`config.mk`:
```
export PLATFORM = sky130hd
export DESIGN_NAME = control_sequencer
export DESIGN_NICKNAME = d
export VERILOG_FILES = /design/src/rtl/control_sequencer.sv
export SDC_FILE = /design/constraint.sdc
export NUM_CORES = 1
export LEC_CHECK = 0
export CAP_MARGIN = 25
export CORE_MARGIN = 4
export CORE_UTILIZATION = 52
export CTS_CLUSTER_SIZE = 24
export DETAILED_ROUTE_END_ITERATION = 6
export HOLD_SLACK_MARGIN = 0.05
export PLACE_DENSITY = 0.9
export RECOVER_POWER = 25
export SETUP_SLACK_MARGIN = 0.1
export SLEW_MARGIN = 20
export SYNTH_ARGS = -nofsm -noshare
export SYNTH_HDL_FRONTEND = slang
export SYNTH_SLANG_ARGS = --single-unit
```
`constraint.sdc`:
```
create_clock -name clk -period 3.5 [get_ports clk]
set_input_delay 0.7 -clock clk [delete_from_list [all_inputs] [get_ports clk]]
set_output_delay 0.7 -clock clk [all_outputs]
set_load 0.1 [all_outputs]
```
`src/rtl/control_sequencer.sv`:
```
// Instruction-driven control sequencer: fetches opcodes, issues one-cycle datapath strobes and
// waits for completion. Define CTRL_SEQ_LOOP_EN to enable the single-level LOOP opcode.
module control_sequencer #(
   parameter int unsigned INSTR_W = 16,
   parameter int unsigned OPC_W   = 3,
   parameter int unsigned PC_W    = 8,
   localparam int unsigned ADDR_W = INSTR_W - OPC_W
) (
   input  logic               clk,
   input  logic               reset,
   input  logic               start,
   output logic [PC_W-1:0]    pc,
   input  logic [INSTR_W-1:0] instr,
   input  logic               instr_valid,
   input  logic               op_done,
   output logic [ADDR_W-1:0]  base_address,
   output logic               load_weight,
   output logic               load_input,
   output logic               valid,
   output logic               store,
   output logic               busy,
   output logic               halted
);

   if (PC_W > ADDR_W - 1) begin : g_pc_w_check
      $error("control_sequencer: PC_W must not exceed ADDR_W-1");
   end

   localparam logic [OPC_W-1:0] OpNop   = OPC_W'(0);
   localparam logic [OPC_W-1:0] OpLdAdr = OPC_W'(1);
   localparam logic [OPC_W-1:0] OpLdW   = OPC_W'(2);
   localparam logic [OPC_W-1:0] OpLdIn  = OPC_W'(3);
   localparam logic [OPC_W-1:0] OpValid = OPC_W'(4);
   localparam logic [OPC_W-1:0] OpStore = OPC_W'(5);
   localparam logic [OPC_W-1:0] OpLoop  = OPC_W'(6);
   localparam logic [OPC_W-1:0] OpHalt  = OPC_W'(7);

   typedef enum logic [2:0] {StIdle, StFetch, StExec, StWait, StHalt} state_e;

   state_e state_q, state_d;

   logic [PC_W-1:0]    pc_q, pc_d;
   logic [ADDR_W-1:0]  base_q, base_d;
   logic [INSTR_W-1:0] ir_q, ir_d;
   logic               lw_q, lw_d, li_q, li_d, vl_q, vl_d, st_q, st_d;
   logic [OPC_W-1:0]   opc;
   logic [PC_W-1:0]    pc_inc;

   assign opc    = ir_q[INSTR_W-1 -: OPC_W];
   assign pc_inc = pc_q + PC_W'(1);

`ifdef CTRL_SEQ_LOOP_EN
   localparam int unsigned CNT_W = ADDR_W - PC_W;
   logic [CNT_W-1:0] loop_cnt_q, loop_cnt_d, loop_count;
   logic             loop_active_q, loop_active_d;
   logic [PC_W-1:0]  loop_target;

   assign loop_count  = ir_q[ADDR_W-1:PC_W];
   assign loop_target = ir_q[PC_W-1:0];

   always_ff @(posedge clk or negedge reset) begin
      if (!reset) begin
         loop_cnt_q    <= '0;
         loop_active_q <= 1'b0;
      end else begin
         loop_cnt_q    <= loop_cnt_d;
         loop_active_q <= loop_active_d;
      end
   end
`endif

   // State register
   always_ff @(posedge clk or negedge reset) begin
      if (!reset) state_q <= StIdle;
      else        state_q <= state_d;
   end

   // Next-state logic
   always_comb begin
      state_d = state_q;
      unique case (state_q)
         StIdle:  if (start) state_d = StFetch;
         StFetch: if (instr_valid) state_d = StExec;
         StExec: begin
            case (opc)
               OpLdW, OpLdIn, OpValid, OpStore: state_d = StWait;
               OpHalt:                          state_d = StHalt;
               default:                         state_d = StFetch;
            endcase
         end
         StWait:  if (op_done) state_d = StFetch;
         StHalt:  if (start) state_d = StFetch;
         default: state_d = StIdle;
      endcase
   end

   // Status outputs
   always_comb begin
      busy   = (state_q == StFetch) || (state_q == StExec) || (state_q == StWait);
      halted = (state_q == StHalt);
   end

   // Datapath next values
   always_comb begin
      pc_d   = pc_q;
      base_d = base_q;
      ir_d   = ir_q;
      lw_d   = 1'b0;
      li_d   = 1'b0;
      vl_d   = 1'b0;
      st_d   = 1'b0;
`ifdef CTRL_SEQ_LOOP_EN
      loop_cnt_d    = loop_cnt_q;
      loop_active_d = loop_active_q;
`endif
      unique case (state_q)
         StIdle:  pc_d = '0;
         StFetch: if (instr_valid) ir_d = instr;
         StExec: begin
            case (opc)
               OpNop:   pc_d = pc_inc;
               OpLdAdr: begin
                  base_d = ir_q[ADDR_W-1:0];
                  pc_d   = pc_inc;
               end
               OpLdW:   lw_d = 1'b1;
               OpLdIn:  li_d = 1'b1;
               OpValid: vl_d = 1'b1;
               OpStore: st_d = 1'b1;
               OpLoop: begin
`ifdef CTRL_SEQ_LOOP_EN
                  // Single level: a nested LOOP reuses the one counter.
                  if (!loop_active_q) begin
                     if (loop_count == '0) begin
                        pc_d = pc_inc;
                     end else begin
                        loop_cnt_d    = loop_count - CNT_W'(1);
                        loop_active_d = 1'b1;
                        pc_d          = loop_target;
                     end
                  end else if (loop_cnt_q == '0) begin
                     loop_active_d = 1'b0;
                     pc_d          = pc_inc;
                  end else begin
                     loop_cnt_d = loop_cnt_q - CNT_W'(1);
                     pc_d       = loop_target;
                  end
`else
                  pc_d = pc_inc;
`endif
               end
               OpHalt:  pc_d = pc_q;
               default: pc_d = pc_q;
            endcase
         end
         StWait: if (op_done) pc_d = pc_inc;
         StHalt: begin
            if (start) begin
               pc_d = '0;
`ifdef CTRL_SEQ_LOOP_EN
               loop_cnt_d    = '0;
               loop_active_d = 1'b0;
`endif
            end
         end
         default: pc_d = '0;
      endcase
   end

   always_ff @(posedge clk or negedge reset) begin
      if (!reset) begin
         pc_q   <= '0;
         base_q <= '0;
         ir_q   <= '0;
         lw_q   <= 1'b0;
         li_q   <= 1'b0;
         vl_q   <= 1'b0;
         st_q   <= 1'b0;
      end else begin
         pc_q   <= pc_d;
         base_q <= base_d;
         ir_q   <= ir_d;
         lw_q   <= lw_d;
         li_q   <= li_d;
         vl_q   <= vl_d;
         st_q   <= st_d;
      end
   end

   assign pc           = pc_q;
   assign base_address = base_q;
   assign load_weight  = lw_q;
   assign load_input   = li_q;
   assign valid        = vl_q;
   assign store        = st_q;

endmodule

```
Word level (Yosys, flattened, before mapping) --
Cells that the tools add are included.
Storage, ports and cells: register bits after elaboration 44, input port bits 21, output and inout port bits 27
Operators by class: $add $sub $neg 1, equal/unequal tests 16, multiplexer cells 17, bitwise logic cells 1, reduce and logical (&&, ||, !) cells 11
Operators by type and width (count):
- $pmux 8 s4 | 1
- $mux 8 | 3
- $eq 3x3->1 const B | 5
- $eq 3x2->1 const B | 4
- $pmux 3 s4 | 1
- $mux 3 | 3
- $add 8x1->8 const B | 1
- $mux 1 | 8
- $ne 2x2->1 const B | 4
- $eq 3x1->1 const B | 2
- $logic_not 3->1 | 2
- $pmux 3 s2 | 1
- $reduce_and 2->1 | 2
- $reduce_and 4->1 | 1
- $reduce_or 4->1 | 1
- $reduce_and 3->1 | 1
- $reduce_or 3->1 | 1
- $logic_or 1x1->1 | 2
- $ne 2x1->1 const B | 1
- $reduce_or 2->1 | 1
- $not 1->1 | 1

Depth between registers and ports, before layout --
Gate-level depths: netlist of the first run.
word-level depth 4, gate-level depth with buffers 7, mapped depth without buffers 5

Worst setup path after synthesis of the first run --
Ideal clock, no wire load.
path type register to output, from register state_q[0], to output busy, data arrival time 1.850 ns, data required time 2.800 ns, path slack 0.950 ns, stages on the path, launching flop included 4, cell sequence dfrtp_1 > buf_2 > nor2_1 > nor2_1
On the way: word-level cells in the longest chain between the ends 3
Ends and longest elaborated chain:
- from (decl) | line 40 | state_e state_q, state_d;
- from (signal assigned) | line 74 | if (!reset) state_q <= StIdle;
- from (signal assigned) | line 75 | else state_q <= state_d;
- $eq 3x1->1 / $eq 3x2->1 (equally long branches) | line 99 | busy = (state_q == StFetch) || (state_q == StExec) || (state_q == StWait);
- $logic_or 1x1->1 | line 99
- $logic_or 1x1->1 (*) | line 99
- to (decl) | line 21 | output logic busy,
Mark *: on every way between the ends. The rest lies on a longest branch, timed or not.

Worst setup path in the final report of the first run --
from register pc_q[0] (netlist: pc[0]), to output pc[0]
RTL lines:
- from (decl) | line 42 | logic [PC_W-1:0] pc_q, pc_d;
- from (signal assigned) | line 180 | pc_q <= pc_d;
- to (decl) | line 12 | output logic [PC_W-1:0] pc,
No word-level cell between the ends.

==> results.txt, run 1 <==
Status: finished, violations left
Failing checks: max-capacitance violations, max-slew violations
CTS root buf: clkbuf_8
FMAX: 390.5 MHz
Tmin final: 2.561 ns
Core footprint: 3442 µm²
Syn Inst Count: 149
Crit path launch type: flip-flop
Residual DRC: 0
Initial antenna violation count: 0
Psw: 1.169 mW
Clock Latency Late Sink: 0.29 ns
First-pass GRT wire length: 6465 µm
Worst Path Buf+Inv: 1
Gpl congestion: 0.8284
Required time of the critical path: 2.80 ns
CP max FO: 4
Hold crit path type: primary input to async pin
Worst path depth: 1
Slew headroom: -0.6906%
Final hold vios: 0
Final antenna-violating net count: 0
Vias: 1330
GRT Total Usage: 18.93%
CP peak stage delay: 1.16 ns
ANT cells: 0
DP HPWL: 2825 µm
Cell with the most instances after synthesis: dfrtp_1
Leading cell types by count after synthesis: dfrtp_1 (44), mux2_2 (19), mux2_4 (10)
Top cells by area, synth: dfrtp_1 (57%), mux2_2 (11%), mux2_4 (7.8%)
Ys async rst share: 100.0%
Initial drt markers: 94
Vias per std cell: 5.473
Comb power frac: 52.8%
Most used DFF post-synth: dfrtp_1
Fillers: 248
Setup TNS Final: 0 ns
Worst slew pin tran: 1.510 ns
Peak VDD IR: 634.6 µV
Seq/Total Area, Yosys: 57.18%
DR WL/cell: 15.95 µm
Worst EP arrival: 1.86 ns
Syn_area_per_cell: 12.92 µm²
Leakage: 1.111 nW
Crit path max-delay family: buffers and inverters
Mapped Nets: 171
Die Height: 68.85 µm
Slowest cell on crit path: clkdlybuf4s50_1
Internal: 1.241 mW
I/O pin count: 48
Area growth syn-to-layout: 28.52%
Placed instance area: 2395 µm²
# port buffers: 47
# setup viols final: 0
Total Routed Length: 3876 µm
Top cell type by total area after synthesis: dfrtp_1
Pwr/cell area: 974.0 nW/µm²
H-tree levels: 2
Crit path cell chain: clkdlybuf4s50_1
R2R depth: 4
Sink Count: 44
Clock Tree Buf Depth: 2
Number of max-cap violations: 1
Post-Syn Area: 1926 µm²
CTS tree: built
Finished Cell Area: 2475 µm²
Post-synth EDFFs: 0
Die area: 4740 µm²
Pins over their slew limit: 30
CTS Hold Buffers Added: 0
RSZ-0062 raised after global routing: no
Synth cell types: 36
Post-CTS setup buffers: 0
Overflow after GRT: 0
Clock share of power: 11.9%
Initial DRT Pass Iterations: 4
Yosys reg bits: 44
Share of the synthesized area in the top cell type: 57.18%
Pin count of the biggest net entering global routing: 45
Setup crit end kind: output pin
Sequential power share: 35.3%
Fin crit share: 73.18%
Vias in the first global route: 1404
Switching Fraction: 48.51%
Synth Warn #: 0
Final-stage net count: 219
CTS buffer count: 5
DIE WIDTH: 68.85 µm
Initial Utilization: 55.94%
Post-CTS Resized: 0
Clk pin slew, worst setup/hold paths: 0.07 ns
Layout cell share with drive strength beyond 1: 23.86%
WS Path Type: flip-flop to output pin
Rows: 21
Worst clock skew: 0.005095 ns
-- through the flow --
step	util, %	setup slack, ns	cells	hold WS, ns	total power, mW
2_1_floorplan	-	0.9503	149	0.4044	1.835
3_3_place_gp	69.57	1.254	235	0.4701	2.087
3_5_place_dp	69.57	1.189	235	0.4851	2.137
4_1_cts	71.83	0.9261	242	0.4963	2.435
5_1_grt	71.90	0.7433	243	0.5152	2.551
6_report	71.90	0.9389	243	0.4591	2.410
-- worst paths after layout --
kind / startpoint / end / slack [ns]
max in group asynchronous: reset / ir_q[7]$_DFFE_PN0P_ / 1.20
max: pc[0]$_DFFE_PN0P_ / pc[0] / 0.94
min: reset / base_address[8]$_DFFE_PN0P_ / 0.46
max reg2reg: state_q[2]$_DFFE_PN0P_ / base_address[4]$_DFFE_PN0P_ / 1.30
min reg2reg: pc[7]$_DFFE_PN0P_ / pc[7]$_DFFE_PN0P_ / 0.49
min in group clk: pc[7]$_DFFE_PN0P_ / pc[7]$_DFFE_PN0P_ / 0.49
-- cells in the final DEF, fill, tap and decap left out, drive strengths merged, types with 4 or more instances in the layout --
master / instances
clkbuf: 8
dfrtp: 44
buf: 6
inv: 5
a21oi: 8
nand2: 10
nor2: 4
mux2: 29
clkdlybuf4s50: 41
nand3: 5
-- registers in the layout, summed over array words and instances, names as in the netlist --
register	count
base_address	13
ir_q	16
load_input	1
load_weight	1
pc	8
state_q	3
store	1
valid	1
-- worst reg2reg max path, cell delays in order (launching register included) --
cell and delay [ns]:
dfrtp_1 0.48, and2b_2 0.32, nand2_2 0.08, or4_1 0.77, mux2_4 0.43
-- metal layers --
layer / GRT usage (%) / part of all wire (%) / vias up
li1: - / - / 625
met1: 23.13 / 41 / 632
met2: 31.67 / 49 / 62
met3: 5.186 / 8.2 / 11
met4: 7.543 / 2.2 / 0
met5: 0 / 0 / -
-- power by group through the flow --
stage	sequential [mW]	combinational, mW	clock (mW)
finish	0.851	1.27	0.288
global route	0.886	1.34	0.328
CTS	0.854	1.28	0.302
detailed placement	0.863	1.27	0
global placement	0.838	1.25	0
floorplan	1.34	0.492	0
-- cells by family after synthesis --
group / count (synthesis) / share of synthesized area, %
multiplexers: 30 / 19.43
buffers and inverters: 13 / 3.509
adder cells (fa/ha/maj): 1 / 0.6497
XOR/XNOR: 1 / 0.4549
AND/OR/NAND/NOR: 35 / 9.813
AO/OA/AOI/OAI: 25 / 8.967
flip-flops: 44 / 57.18
-- area by class of cell --
class                   instances  area, µm²  share of cell area (%)
inverters                       5      18.77                  0.7583
clock buffers                   6      72.57                   2.932
well taps                      46      57.56                   2.326
flip-flops and latches         44       1101                   44.49
clock inverters                 1      5.005                  0.2022
repair buffers                 49      462.9                   18.71
multi-input cells              92      757.0                   30.59
Power figures use the tool's default switching activity.
==> run 2, diff against run 1 <==
--- a/config.mk
+++ b/config.mk
@@ -7,11 +7,11 @@
 export LEC_CHECK = 0
 export CAP_MARGIN = 25
 export CORE_MARGIN = 4
-export CORE_UTILIZATION = 52
+export CORE_UTILIZATION = 44
 export CTS_CLUSTER_SIZE = 24
 export DETAILED_ROUTE_END_ITERATION = 6
 export HOLD_SLACK_MARGIN = 0.05
-export PLACE_DENSITY = 0.9
+export PLACE_DENSITY = 0.82
 export RECOVER_POWER = 25
 export SETUP_SLACK_MARGIN = 0.1
 export SLEW_MARGIN = 20
==> constraint.sdc (replaced) <==
create_clock -name clk -period 2.14 [get_ports clk]
set_input_delay 0.428 -clock clk [delete_from_list [all_inputs] [get_ports clk]]
set_output_delay 0.428 -clock clk [all_outputs]
set_load 0.1 [all_outputs]
==> run 2 against run 1 <==
Net effect:
- final area increased by 2.5%
- sequential power increased by 62%
- die area increased by 16%
- global-route usage decreased by 4.0 points
- clock skew increased by 0.00063 ns
- utilization decreased by 10 points
- sequential share of layout area decreased by 1.1 points
- cell count increased by 3.7%
- highest routed layer unchanged
- the run now ends clean
==> results.txt, run 2 (same netlist as run 1, synthesis figures left out) <==
I/O pin count: 48 (unchanged)
CP peak stage delay: 0.51 ns (-0.65 ns)
Final antenna-violating net count: 0 (unchanged)
Post-CTS setup buffers: 0 (unchanged)
Final hold vios: 0 (unchanged)
Area growth syn-to-layout: 31.71%
Final-stage net count: 223 (+1.8%)
Gpl congestion: 0.8086 (-2.4%)
Pwr/cell area: 1632 nW/µm² (+68%)
Register with the most flip-flops: ir_q
Total Routed Length: 3757 µm (-3.1%)
Minimum setup slack among reg-to-reg paths: 0.30 ns (-1.00 ns)
Commonest non-fill, non-tap cell in the layout: dfrtp_1
H-tree levels: 2 (unchanged)
Residual DRC: 0 (unchanged)
Core footprint: 4115 µm² (+20%)
Initial Utilization: 46.79% (-9.2 points)
Die area: 5499 µm² (+16%)
Number of max-cap violations: 0 (-1)
GRT Total Usage: 14.92% (-4.0 points)
Commonest cells after routing, fill and taps aside: dfrtp_1 (44), buf_4 (29), mux2_2 (19), clkdlybuf4s50_1 (19), mux2_4 (10)
Layout cell share with drive strength beyond 1: 39.11% (+15 points)
CTS root buf: clkbuf_8
Worst EP arrival: 1.46 ns (-0.40 ns)
Clk pin slew, worst setup/hold paths: 0.09 ns (+0.02 ns)
Slew headroom: 28.97% (+30 points)
Fillers: 308 (+24%)
ANT cells: 0 (unchanged)
RSZ-0062 raised after global routing: no
CTS tree: built
# setup viols final: 0 (unchanged)
R2R depth: 5 (+1)
WS Path Type: flip-flop to output pin
FMAX: 530.6 MHz
Rows: 23 (+9.5%)
Overall power: 4.139 mW (+72%)
First-pass GRT wire length: 6230 µm (-3.6%)
DP HPWL: 2614 µm (-7.4%)
Setup TNS Final: 0 ns (unchanged)
Worst clock skew: 0.005722 ns (+0.0006274 ns)
Die Height: 74.16 µm (+7.7%)
Crit path cell chain: nor2_1 -> and2_2 -> buf_12
CP max FO: 13 (+9)
# port buffers: 47 (unchanged)
Crit Reg-Reg Startpoint: state_q[1]$_DFFE_PN0P_
DR WL/cell: 14.91 µm (-6.5%)
Status: completed
Peak VDD IR: 925.0 µV (+46%)
Post-CTS Resized: 0 (unchanged)
Initial antenna violation count: 0 (unchanged)
Vias per std cell: 5.270 (-3.7%)
Clock Tree Buf Depth: 2 (unchanged)
RR Endpoint: base_address[3]$_DFFE_PN0P_
Worst slew pin tran: 1.065 ns (-0.4449 ns)
Leakage: 1.201 nW (+8.1%)
Vias in the first global route: 1329 (-5.3%)
DIE WIDTH: 74.16 µm (+7.7%)
Overflow after GRT: 0 (unchanged)
CTS Hold Buffers Added: 0 (unchanged)
Sink Count: 44 (unchanged)
Initial drt markers: 79 (-16%)
Fin crit share: 88.06%
Tmin final: 1.885 ns
Slowest cell on crit path: dfrtp_1
Hold crit path type: primary input to async pin
Max FFs per register: 16 (unchanged)
CTS buffer count: 5 (unchanged)
Vias: 1328 (-0.15%)
Setup crit end kind: output pin
Crit path launch type: flip-flop
Pin count of the biggest net entering global routing: 45 (unchanged)
Pins over their slew limit: 0 (-100%)
Initial DRT Pass Iterations: 4 (unchanged)
Required time of the critical path: 1.71 ns (-1.09 ns)
Clock Latency Late Sink: 0.30 ns (about the same)
-- run 2: layout make-up --
| type | instances | area [µm²] | share of cell area (%) |
|---|---|---|---|
| Tap cell | 50 | 62.56 | 2.467 |
| Inverter | 5 | 18.77 | 0.7400 |
| Clock buffer | 5 | 68.82 | 2.713 |
| Clock inverter | 3 | 46.29 | 1.825 |
| Multi-Input combinational cell | 92 | 760.7 | 30.00 |
| Timing Repair Buffer | 53 | 478.0 | 18.85 |
| Sequential cell | 44 | 1101 | 43.41 |
-- run 2: how the worst max path moves through the flow --
stage,cells past startpoint,from,end
final,3,state_q[0]$_DFFE_PN0P_,halted
after global routing,3,state_q[0]$_DFFE_PN0P_,halted
after CTS,3,state_q[0]$_DFFE_PN0P_,halted
after detailed placement,5,instr_valid,ir_q[12]$_DFFE_PN0P_
after global placement,5,instr_valid,ir_q[10]$_DFFE_PN0P_
after floorplan,5,pc[1]$_DFFE_PN0P_,pc[6]$_DFFE_PN0P_
-- run 2: critical path: cells and delay by family, from the launching register on --
kind | cells | cell delay (ns)
buffers and inverters | 1 | 0.18
and+or+nand+nor | 2 | 0.47
DFF | 1 | 0.51
-- run 2: stage by stage --
| stage | util (%) | hold WS (ns) | worst slack, ns | cells | cell area [µm²] |
|---|---|---|---|---|---|
| 2_1_floorplan | - | 0.1324 | 0.2552 | 149 | 1929 |
| 3_3_place_gp | 59.20 | 0.4209 | 0.2622 | 244 | 2436 |
| 3_5_place_dp | 59.20 | 0.4270 | 0.2463 | 244 | 2436 |
| 4_1_cts | 61.99 | 0.09294 | 0.2270 | 252 | 2551 |
| 5_1_grt | 61.63 | 0.4675 | 0.1352 | 252 | 2536 |
| 6_report | 61.63 | 0.3970 | 0.2554 | 252 | 2536 |
-- run 2: report_power, final --
part	internal, mW	switching [mW]	total (mW)
Combinational	0.704	1.41	2.11
Clock	0.352	0.291	0.643
Sequential	1.13	0.253	1.38
-- run 2: per-layer routing --
layer / share of wire (%) / wire length, µm / track usage, % / vias up
li1: - / - / - / 632
met1: 47 / 1766 / 20.78 / 646
met2: 43 / 1633 / 21.85 / 44
met3: 8.2 / 307 / 5.270 / 6
met4: 1.3 / 49 / 4.829 / 0
met5: 0 / 0 / 0 / -
